--- config.mk ---
export PLATFORM = sky130hd
export DESIGN_NAME = axis_tx_arbiter
export DESIGN_NICKNAME = d
export VERILOG_FILES = /design/src/rtl/axis_tx_arbiter.sv
export SDC_FILE = /design/constraint.sdc
export NUM_CORES = 1
export LEC_CHECK = 0
export BUFFER_PORTS_ARGS = -buffer_cell sky130_fd_sc_hd__clkbuf_2
export CAP_MARGIN = 20
export CORE_MARGIN = 4
export CORE_UTILIZATION = 40
export CTS_CLUSTER_DIAMETER = 30
export CTS_CLUSTER_SIZE = 20
export DETAILED_ROUTE_END_ITERATION = 12
export PLACE_DENSITY = 0.65
export SLEW_MARGIN = 20
export SYNTH_ARGS = -nofsm -noshare
export SYNTH_HDL_FRONTEND = slang
export SYNTH_SLANG_ARGS = --single-unit
--- constraint.sdc ---
create_clock -name i_clk -period 5.4 [get_ports i_clk]
set_input_delay 1.08 -clock i_clk [delete_from_list [all_inputs] [get_ports i_clk]]
set_output_delay 1.08 -clock i_clk [all_outputs]
set_load 0.03 [all_outputs]
--- src/rtl/axis_tx_arbiter.sv ---
`default_nettype none
// ============================================================================
// Module      : axis_tx_arbiter
// Description : Packet-level round-robin arbiter that merges two AXI-Stream
//               byte sources into the single UART transmit stream. A source
//               keeps the grant for a whole packet (through tlast), so bytes
//               from different packets never interleave. A granted source
//               that leaves tvalid low mid-packet for IDLE_TIMEOUT cycles
//               loses its grant, and o_abort pulses.
//
// Ports       : i_clk, i_rst           clock, synchronous active-high reset
//               s0_axis_*              source 0 (bridge responses)
//               s1_axis_*              source 1 (status/event reporter)
//               m_axis_*               registered output to UART transmitter
//               o_grant                one-hot current grant, 00 when idle
//               o_abort                one-cycle pulse on timeout revocation
//
// Revision    : 1.0 - initial release
// ============================================================================
module axis_tx_arbiter #(
    parameter int DATA_WIDTH   = 8,
    parameter int IDLE_TIMEOUT = 1024
) (
    input  logic                  i_clk,
    input  logic                  i_rst,

    input  logic [DATA_WIDTH-1:0] s0_axis_tdata,
    input  logic                  s0_axis_tvalid,
    input  logic                  s0_axis_tlast,
    output logic                  s0_axis_tready,

    input  logic [DATA_WIDTH-1:0] s1_axis_tdata,
    input  logic                  s1_axis_tvalid,
    input  logic                  s1_axis_tlast,
    output logic                  s1_axis_tready,

    output logic [DATA_WIDTH-1:0] m_axis_tdata,
    output logic                  m_axis_tvalid,
    output logic                  m_axis_tlast,
    input  logic                  m_axis_tready,

    output logic [1:0]            o_grant,
    output logic                  o_abort
);

    localparam int                 c_CNT_W   = $clog2(IDLE_TIMEOUT + 1);
    localparam logic [c_CNT_W-1:0] c_TIMEOUT = c_CNT_W'(IDLE_TIMEOUT);

    typedef enum logic [1:0] {
        ST_IDLE = 2'd0,
        ST_GNT0 = 2'd1,
        ST_GNT1 = 2'd2
    } state_t;

    state_t                  r_state;
    logic                    r_last;      // index of most recently granted source
    logic [c_CNT_W-1:0]      r_cnt;       // idle cycles of the granted source
    logic [DATA_WIDTH-1:0]   r_m_tdata;
    logic                    r_m_tvalid;
    logic                    r_m_tlast;
    logic                    r_abort;

    logic                    w_pipe_ready;
    logic                    w_granted;
    logic                    w_sel_valid;
    logic                    w_sel_last;
    logic [DATA_WIDTH-1:0]   w_sel_data;
    logic                    w_accept;
    logic [c_CNT_W-1:0]      w_cnt_inc;

    // The single output register can take a new beat when it is empty or
    // is being drained this cycle.
    assign w_pipe_ready = !r_m_tvalid || m_axis_tready;
    assign w_granted    = (r_state == ST_GNT0) || (r_state == ST_GNT1);

    // Source mux; only meaningful while a grant is held.
    assign w_sel_valid  = (r_state == ST_GNT1) ? s1_axis_tvalid : s0_axis_tvalid;
    assign w_sel_last   = (r_state == ST_GNT1) ? s1_axis_tlast  : s0_axis_tlast;
    assign w_sel_data   = (r_state == ST_GNT1) ? s1_axis_tdata  : s0_axis_tdata;

    assign w_accept     = w_granted && w_sel_valid && w_pipe_ready;
    assign w_cnt_inc    = r_cnt + c_CNT_W'(1);

    assign s0_axis_tready = (r_state == ST_GNT0) && w_pipe_ready;
    assign s1_axis_tready = (r_state == ST_GNT1) && w_pipe_ready;

    assign m_axis_tdata  = r_m_tdata;
    assign m_axis_tvalid = r_m_tvalid;
    assign m_axis_tlast  = r_m_tlast;
    assign o_grant       = {r_state == ST_GNT1, r_state == ST_GNT0};
    assign o_abort       = r_abort;

    always_ff @(posedge i_clk) begin
        if (i_rst) begin
            r_state    <= ST_IDLE;
            r_last     <= 1'b1;
            r_cnt      <= '0;
            r_m_tdata  <= '0;
            r_m_tvalid <= 1'b0;
            r_m_tlast  <= 1'b0;
            r_abort    <= 1'b0;
        end else begin
            r_abort <= 1'b0;

            // Output register: load on acceptance, otherwise drain.
            if (w_accept) begin
                r_m_tdata  <= w_sel_data;
                r_m_tlast  <= w_sel_last;
                r_m_tvalid <= 1'b1;
            end else if (m_axis_tready) begin
                r_m_tvalid <= 1'b0;
            end

            case (r_state)
                ST_IDLE: begin
                    // On a tie, the source that was not granted last wins.
                    if (s0_axis_tvalid && (!s1_axis_tvalid || r_last)) begin
                        r_state <= ST_GNT0;
                        r_last  <= 1'b0;
                        r_cnt   <= '0;
                    end else if (s1_axis_tvalid) begin
                        r_state <= ST_GNT1;
                        r_last  <= 1'b1;
                        r_cnt   <= '0;
                    end
                end

                ST_GNT0, ST_GNT1: begin
                    if (w_accept) begin
                        // A tlast acceptance ends the packet normally and
                        // pre-empts any timeout on the same cycle.
                        r_cnt <= '0;
                        if (w_sel_last) begin
                            r_state <= ST_IDLE;
                        end
                    end else if (!w_sel_valid) begin
                        // A stalled output with valid held high is not idle;
                        // only an absent tvalid counts toward the timeout.
                        if (w_cnt_inc == c_TIMEOUT) begin
                            r_state <= ST_IDLE;
                            r_cnt   <= '0;
                            r_abort <= 1'b1;
                        end else if (r_cnt != c_TIMEOUT) begin
                            r_cnt <= w_cnt_inc;
                        end
                    end
                end

                default: begin
                    r_state <= ST_IDLE;
                end
            endcase
        end
    end

endmodule
`default_nettype wire
==> results of run 1 <==
## tightest hold or removal path: stages, from the launching register on
cell and delay [ns]:
dfxtp_1 0.34, nor2_1 0.10, a211oi_1 0.05
## kinds of logic after synthesis
kind of cell             count (synthesis)
AO/OA/AOI/OAI                           43
multiplexers                            11
buffers and inverters                   15
adder cells (fa/ha/maj)                  6
flip-flops                              25
AND/OR/NAND/NOR                         65
## per-stage QoR
step | cell area, um2 | hold slack [ns]
floorplan | 1430 | 0.475
global placement | 1630 | 0.486
detailed placement | 1630 | 0.499
CTS | 1660 | 0.521
global route | 1670 | 0.541
finish | 1670 | 0.515
## cell usage after synthesis (5+ instances only)
| library cell | number | area [um2] |
|---|---|---|
| nor2_1 | 21 | 78.8 |
| dfxtp_1 | 25 | 500 |
| o21ai_0 | 10 | 50.1 |
| a211oi_1 | 9 | 67.6 |
| nand2_1 | 7 | 26.3 |
| inv_1 | 6 | 22.5 |
| nor3_1 | 5 | 25.0 |
| clkbuf_1 | 5 | 18.8 |
| mux2i_1 | 10 | 100 |
| nor2b_1 | 5 | 31.3 |
| a21oi_1 | 8 | 40.0 |
| ha_1 | 6 | 75.1 |
## power by group through the flow
| stage | clock network [W] | registers, W | logic, W |
|---|---|---|---|
| final | 0.0000841 | 0.000242 | 0.000352 |
| after floorplan | 0 | 0.000291 | 0.000222 |
| after CTS | 0.0000879 | 0.000242 | 0.000351 |
| after global routing | 0.0000953 | 0.000248 | 0.000385 |
| after global placement | 0 | 0.000243 | 0.000338 |
| after detailed placement | 0 | 0.000246 | 0.000350 |
## per-layer routing
metal	global-route usage	wire length [um]	vias to the layer above
met1	0.190	1480	574
met5	0	0	-
met2	0.283	1500	49
li1	-	-	672
met3	0.0300	222	4
met4	0.0658	36	0
## area by class of cell
class,count,area [um2]
fillers,333,1720
multi-input cells,125,877
flip-flops and latches,25,500
repair buffers,37,185
well taps,46,57.6
clock buffers,4,26.3
inverters,6,22.5
## flip-flops by register name, summed over array words and instances, names as in the netlist
signal,count
m_axis_tdata,8
r_cnt,11
r_last,1
r_state,2
o_abort,1
m_axis_tlast,1
m_axis_tvalid,1
## final timing paths
kind	cells after the start	to	slack, ns
min reg2reg	2	m_axis_tdata[2]	0.52
max reg2reg	7	r_cnt[9]	2.60
max	4	s1_axis_tready	2.37
min	2	m_axis_tdata[2]	0.52
==> metrics, run 1 <==
status finished clean; share of cells above drive strength 1 0.264; Compound-Gate Fraction of Synth Area 0.208; clock skew 0.00421 ns; Switching Fraction 0.442; largest net degree at the start of global routing 29; WL/cell 13.3 um; Final Util 0.492; syn_nets 194; CP max stage delay 0.49 ns; CTS tree yes; clock-pin slew on the worst setup and hold paths 0.13 ns; io pins 38; Simple-Gate Fraction of Synth Area 0.266; insertion delay to the later sink of the worst-skew pair 0.32 ns; Detailed Routing Iterations Pass 1 4; setup slack after layout 2.37 ns; Mapped Area 0.00143 mm2; DRC 0; Initial Utilization 0.422; clock power share 0.124; Area Growth Syn to Fin 16.8%; synthesized flop and latch total 25; CTS Buffer Depth 2; Die ar. 0.00459 mm2; vias in the first global route 1296; pwr/cell area 406 mW/mm2; DR iter-0 viols 65; YS warnings 0; Setup Buffers After CTS 0; Row Count 21; Post-Syn Instances 165; pin slew with the least headroom to its limit 0.705 ns; routed via count 1299; CP max-delay cell nor2b_1; final hold vios 0; Routed WL 3.24 mm; register area share after synthesis 0.350; Remaining Overflow, GRT 0; main combinational cell family by area after synthesis simple AND/OR/NAND/NOR gates; mux contribution to synthesized area 0.0806; Hold-fix buffers, CTS 0; HPWL Detailed 2.47 mm; Tmin final 3.03 ns; P_int 0.000378 W; library cells used by synthesis 46; net switching power 0.000300 W; clock sink total 25; power share of the sequential group 0.357; port bufs 37; routability congestion estimate 0.839; most frequent cells in the layout 37 x clkbuf_2, 25 x dfxtp_1, 21 x nor2_1; final setup vio count 0; die height 67.8 um; Fin Setup TNS 0 ns; CTS root buffer clkbuf_4; min-delay src m_axis_tdata[2]; worst hold path class flip-flop to flip-flop; leakage 0.643 nW; CTS resizes 0; Critical Path AT 1.95 ns; H-Tree Depth 1; Worst EP required 4.32 ns; crit path max fanout 8; syn_area_per_cell 8.66 um2; core area 0.00339 mm2; Rel. slew slack 0.530; Critical Path Source Type input pin; first-pass GRT wire length 5.66 mm; reg2reg start r_state[0]; worst slack at placement 2.14 ns; number of synthesized flops with an enable pin 0; kind of critical path input pin to output pin; most common cell after layout, fill and taps aside clkbuf_2; TritonCTS buffer count 3; total chip power 0.000678 W; vias per cell 5.35; Inst Count DP 239; crit path cell chain clkbuf_2 -> nor2b_1 -> nor2b_1 -> clkbuf_2; RSZ-0062 raised after global routing false; crit end category output pin; Comb power frac 0.519; GR Util All Layers 0.161; CP startpoint m_axis_tready; asr flop ratio synth 0; adder-cell share of the synthesized area 0.0525; Die X 67.8 um; Slew Viols, Final 0; Buf/Inv on CP 2; final period utilization 0.561; Main synth FF type dfxtp_1; Max IR drop VDD 0.211 mV; Post-Synth XOR/XNOR Area 0; fmax 330 MHz; family with the most delay on the worst path simple AND/OR/NAND/NOR gates; fin nets 227; Antenna Cells 0; Post-Layout Cell Count 243; max_cap viols 0; Routed Antenna Nets 0; initial antenna violation count 0
Note: power is estimated with default switching activity, not from simulation.
==> run 2: changes to the inputs <==
- clock period: 5.4 -> 3 ns (I/O delays scaled with it)
==> metrics, run 2 (synthesis gave the netlist of run 1 again) <==
routed via count 1327 (+2.2%); setup slack after layout 0.672 ns (-1.70 ns); Critical Path AT 2.57 ns (+0.62 ns); worst slack at placement 0.662 ns (-1.48 ns); clock-pin slew on the worst setup and hold paths 0.15 ns (+0.02 ns); clock sink total 25 (unchanged); Hold-fix buffers, CTS 0 (unchanged); clock skew 0.00816 ns (+0.00396 ns); vias in the first global route 1367 (+5.5%); Fin Setup TNS 0 ns (unchanged); Row Count 21 (unchanged); share of cells above drive strength 1 0.266 (+0.00237); Routed WL 3.31 mm (+2.1%); fmax 429 MHz; CTS Buffer Depth 2 (unchanged); Top reg by flops r_cnt; most common cell after layout, fill and taps aside clkbuf_2; kind of critical path flip-flop to flip-flop; fin nets 229 (+0.88%); TritonCTS buffer count 3 (unchanged); crit end category flip-flop; CTS root buffer clkbuf_4; path depth of the worst reg2reg path 7 (unchanged); final period utilization 0.776; Detailed Routing Iterations Pass 1 4 (unchanged); status finished clean; Most Crowded Layer GR met2; max reg flops 11 (unchanged); Critical Path Source Type flip-flop; vias per cell 5.42 (+1.3%); largest net degree at the start of global routing 29 (unchanged); met3 Track Usage GR 0.0283 (-0.00166); RSZ-0062 raised after global routing false; Rel. slew slack 0.576 (+0.0456); worst hold path class flip-flop to flip-flop; DRC 0 (unchanged); Die ar. 0.00459 mm2 (unchanged); first-pass GRT wire length 5.98 mm (+5.5%); final instance area 0.00168 mm2 (+0.52%); Max IR drop VDD 0.379 mV (+80%); insertion delay to the later sink of the worst-skew pair 0.32 ns (about the same); Tmin final 2.33 ns; H-Tree Depth 1 (unchanged); WHS Path Cells 2 (unchanged); DR iter-0 viols 70 (+7.7%); Initial Utilization 0.422 (unchanged); Routed Antenna Nets 0 (unchanged); worst hold slack 0.515 ns (-0.000154 ns); Setup Buffers After CTS 0 (unchanged); die height 67.8 um (unchanged); crit path max fanout 6 (-2); Slew Viols, Final 0 (unchanged); Die X 67.8 um (unchanged); pwr/cell area 730 mW/mm2 (+80%); final hold vios 0 (unchanged); Layout fillers 336 (+0.90%); CTS resizes 0 (unchanged); routing usage on met1 0.210 (+0.0196); placed inst area 0.00165 mm2 (+0.92%); Worst EP required 3.24 ns (-1.08 ns); WL/cell 13.5 um (+1.3%); initial antenna violation count 0 (unchanged); most frequent cells in the layout 37 x clkbuf_2, 25 x dfxtp_1, 21 x nor2_1; CTS tree yes; Remaining Overflow, GRT 0 (unchanged); final setup vio count 0 (unchanged); io pins 38 (unchanged); HPWL Detailed 2.53 mm (+2.3%); M2 GR Usage 0.281 (-0.00243); Antenna Cells 0 (unchanged); core area 0.00339 mm2 (unchanged); routability congestion estimate 0.860 (+2.4%); leakage 0.651 nW (+1.3%); port bufs 37 (unchanged); GR Util All Layers 0.165 (+0.00437); Area Growth Syn to Fin 17.4%; pin slew with the least headroom to its limit 0.634 ns (-0.0713 ns); max_cap viols 0 (unchanged)
-- run 2: worst max-delay path, cell delays in order (launching register included) --
cell and delay, ns:
dfxtp_1 0.38, inv_1 0.08, ha_1 0.23, mux2_4 0.33, or4b_1 0.67, nor2b_4 0.18
a41oi_1 0.12, a311oi_1 0.26
-- run 2: worst paths after layout --
| path | start | endpoint | slack (ns) |
|---|---|---|---|
| min | m_axis_tdata[0] | m_axis_tdata[0] | 0.52 |
| max reg2reg | r_state[0] | r_cnt[9] | 0.67 |
| max | r_state[0] | r_cnt[9] | 0.67 |
| min reg2reg | m_axis_tdata[0] | m_axis_tdata[0] | 0.52 |
-- run 2: routing by layer --
| metal | part of all wire | vias to the layer above |
|---|---|---|
| met4 | 0.0085 | 0 |
| met2 | 0.45 | 38 |
| li1 | - | 676 |
| met3 | 0.046 | 4 |
| met1 | 0.49 | 609 |
| met5 | 0 | - |
-- run 2: metrics by stage --
stage                     power, W  utilization  cells
after floorplan           0.000925            -    165
after global placement     0.00105        0.487    241
after detailed placement   0.00107        0.487    241
after CTS                  0.00123        0.494    245
after global routing       0.00132        0.495    245
final                      0.00122        0.495    245
-- run 2: power by group --
group,internal [W],switching (W),leakage [nW],total [W]
Combinational,0.000239,0.000394,0.433,0.000633
Clock,0.0000520,0.000104,0.0150,0.000157
Sequential,0.000394,0.0000407,0.203,0.000435
Total,0.000685,0.000539,0.651,0.00122
-- run 2: cell type report --
type	count	area (um2)	area share
sequential	25	500	0.298
inverter	6	22.5	0.0134
clock buffer	4	26.3	0.0157
tap	46	57.6	0.0343
multi-input combinational	125	871	0.519
timing repair buffer	39	200	0.119
==> run 3: changes to the inputs <==
- ABC_AREA: not set -> 1
- PLACE_DENSITY: 0.65 -> 0.67
- clock period: 3 -> 1.96 ns (I/O delays scaled with it)
==> metrics, run 3 <==
Critical Path Source Type flip-flop; core area 0.00380 mm2 (+12%); die height 71.9 um (+6.1%); Fin Setup TNS 0 ns (unchanged); pin slew with the least headroom to its limit 0.504 ns (-0.129 ns); status finished clean; Slew Viols, Final 0 (unchanged); Max IR drop VDD 0.582 mV (+54%); syn_area_per_cell 6.66 um2 (-23%); CP max stage delay 0.32 ns (-0.35 ns); most common cell after layout, fill and taps aside nand2_1; vias in the first global route 1568 (+15%); share of cells above drive strength 1 0.288 (+0.0219); DR iter-0 viols 92 (+31%); Antenna Cells 0 (unchanged); area occupied by multi-input gates 0.00101 mm2 (+16%); clock sink total 25 (unchanged); clock-pin slew on the worst setup and hold paths 0.09 ns (-0.06 ns); Remaining Overflow, GRT 0 (unchanged); fmax 538 MHz; WL/cell 11.7 um (-13%); max_cap viols 0 (unchanged); GR Util All Layers 0.159 (-0.00693); DRC 0 (unchanged); final hold vios 0 (unchanged); H-Tree Depth 1 (unchanged); largest net degree at the start of global routing 23 (-21%); CTS Buffer Depth 2 (unchanged); max reg flops 11 (unchanged); CTS root buffer clkbuf_8; Row Count 22 (+4.8%); kind of critical path flip-flop to output pin; worst slack at placement 0.0700 ns (-0.592 ns); asr flop ratio synth 0 (unchanged); crit path max fanout 10 (+4); Mapped Area 0.00163 mm2 (+14%); Die ar. 0.00517 mm2 (+13%); number of synthesized flops with an enable pin 0 (unchanged); library cells used by synthesis 27 (-41%); Critical Path AT 1.47 ns (-1.10 ns); leakage 0.970 nW (+49%); port bufs 37 (unchanged); Routed Antenna Nets 0 (unchanged); TritonCTS buffer count 3 (unchanged); total chip power 0.00255 W (+110%); register area share after synthesis 0.307 (-0.0437); Die X 71.9 um (+6.1%); crit path cell chain inv_1 -> ha_2 -> buf_6 -> clkinv_1 -> nor2_2 -> clkbuf_4; Worst EP required 1.57 ns (-1.67 ns); top cells by count, synth 55 x nand2_1, 29 x nand3_1, 27 x inv_1, 25 x dfxtp_1, 24 x nor2_1; synthesized flop and latch total 25 (unchanged); Routed WL 3.94 mm (+19%); insertion delay to the later sink of the worst-skew pair 0.27 ns (-0.05 ns); Area Growth Syn to Fin 22.2%; Post-Syn Instances 245 (+48%); Tmin final 1.86 ns; Top reg by flops r_cnt; routed via count 1660 (+25%); CP max-delay cell dfxtp_1; YS warnings 0 (unchanged); first-pass GRT wire length 6.78 mm (+13%); worst hold path class input pin to flip-flop; CTS tree yes; most frequent cells in the layout 54 x nand2_1, 36 x clkbuf_2, 29 x nand3_1; Hold-fix buffers, CTS 0 (unchanged); Synth area leaders dfxtp_1 31%, nand2_1 13%, nand3_1 8.9%, inv_1 6.2%, nor2_1 5.5%; Buf/Inv on CP 4 (+3); initial antenna violation count 0 (unchanged); area share of the largest cell type after synthesis 0.307 (-0.0437); Setup Buffers After CTS 0 (unchanged); Final Util 0.525 (+0.0303); Synth area leader dfxtp_1; RSZ-0062 raised after global routing false; final period utilization 0.949; FF/Latch Area 505 um2 (+1.0%); clock skew 0.00502 ns (-0.00314 ns); vias per cell 4.94 (-8.8%); pwr/cell area 1280 mW/mm2 (+75%); cell with the most instances after synthesis nand2_1; Rel. slew slack 0.663 (+0.0877); syn_nets 274 (+41%); crit end category output pin; routability congestion estimate 0.872 (+1.5%); Layout fillers 403 (+20%); family with the most delay on the worst path buffers and inverters; Main synth FF type dfxtp_1; fin nets 318 (+39%); Detailed Routing Iterations Pass 1 4 (unchanged); setup slack after layout 0.0999 ns (-0.572 ns); final setup vio count 0 (unchanged); io pins 38 (unchanged); Initial Utilization 0.430 (+0.00828); HPWL Detailed 2.95 mm (+17%)
-- run 3: changes by cell type in the layout (fill, tap and decap cells not counted), sizes merged, moves of 6 or more --
cell / previous run / this run
inv: 6 / 28
nand3: 3 / 34
a211oi: 9 / 0
buf: 2 / 10
a21oi: 8 / 18
mux2i: 10 / 0
nand2: 7 / 63
a31oi: 1 / 8
nor2b: 6 / 0
nor2: 21 / 31
-- run 3: kinds of logic after synthesis --
group                      count (synthesis)  synth area share
AOI/OAI and AO/OA                         41             0.139
adders and majority gates                  6            0.0460
buffers and inverters                     38             0.103
DFF                                       25             0.307
and+or+nand+nor                          135             0.406
-- run 3: cell type report --
class | count | share of cell area
Sequential cell | 25 | 0.253
Clock buffer | 3 | 0.0207
Multi-Input combinational cell | 183 | 0.505
Timing Repair Buffer | 47 | 0.134
Tap cell | 48 | 0.0301
Clock inverter | 1 | 0.00251
Inverter | 29 | 0.0545
-- run 3: metal layers --
metal,global-route usage,vias to the layer above,routed length [um],share of wire
met3,0.0235,4,202,0.051
li1,-,887,-,-
met4,0.0438,0,41,0.010
met2,0.248,43,1690,0.43
met5,0,-,0,0
met1,0.227,726,2000,0.51
-- run 3: timing repair --
item	CTS	global route
resized for setup	0	14
endpoints found under the setup margin	0	14
endpoints found under the hold margin	0	0
-- run 3: path summary, 6_finish.rpt --
| check | startpoint | end | slack (ns) | cells after the start |
|---|---|---|---|---|
| min reg2reg | r_last | r_last | 0.48 | 2 |
| max | r_state[0] | s1_axis_tready | 0.1 | 6 |
| max reg2reg | r_cnt[0] | r_state[1] | 0.19 | 10 |
| min | s0_axis_tdata[6] | m_axis_tdata[6] | 0.35 | 3 |
-- run 3: power breakdown --
group	leakage [nW]	switching (W)	internal, W
clock	0.0255	0.000169	0.000143
combinational	0.739	0.000933	0.000508
sequential	0.206	0.000125	0.000668
-- run 3: stage by stage --
stage	area, um2	hold slack [ns]	instances
5_1_grt	2000	0.354	336
4_1_cts	1940	0.338	335
2_1_floorplan	1640	0.436	245
6_report	2000	0.351	336
3_5_place_dp	1900	0.467	331
3_3_place_gp	1900	0.455	331
-- run 3: tightest hold or removal path: cells and delay by family --
kind | cells | cell delay, ns
and+or+nand+nor | 1 | 0.05
AOI/OAI and AO/OA | 1 | 0.07
buffers and inverters | 1 | 0.08
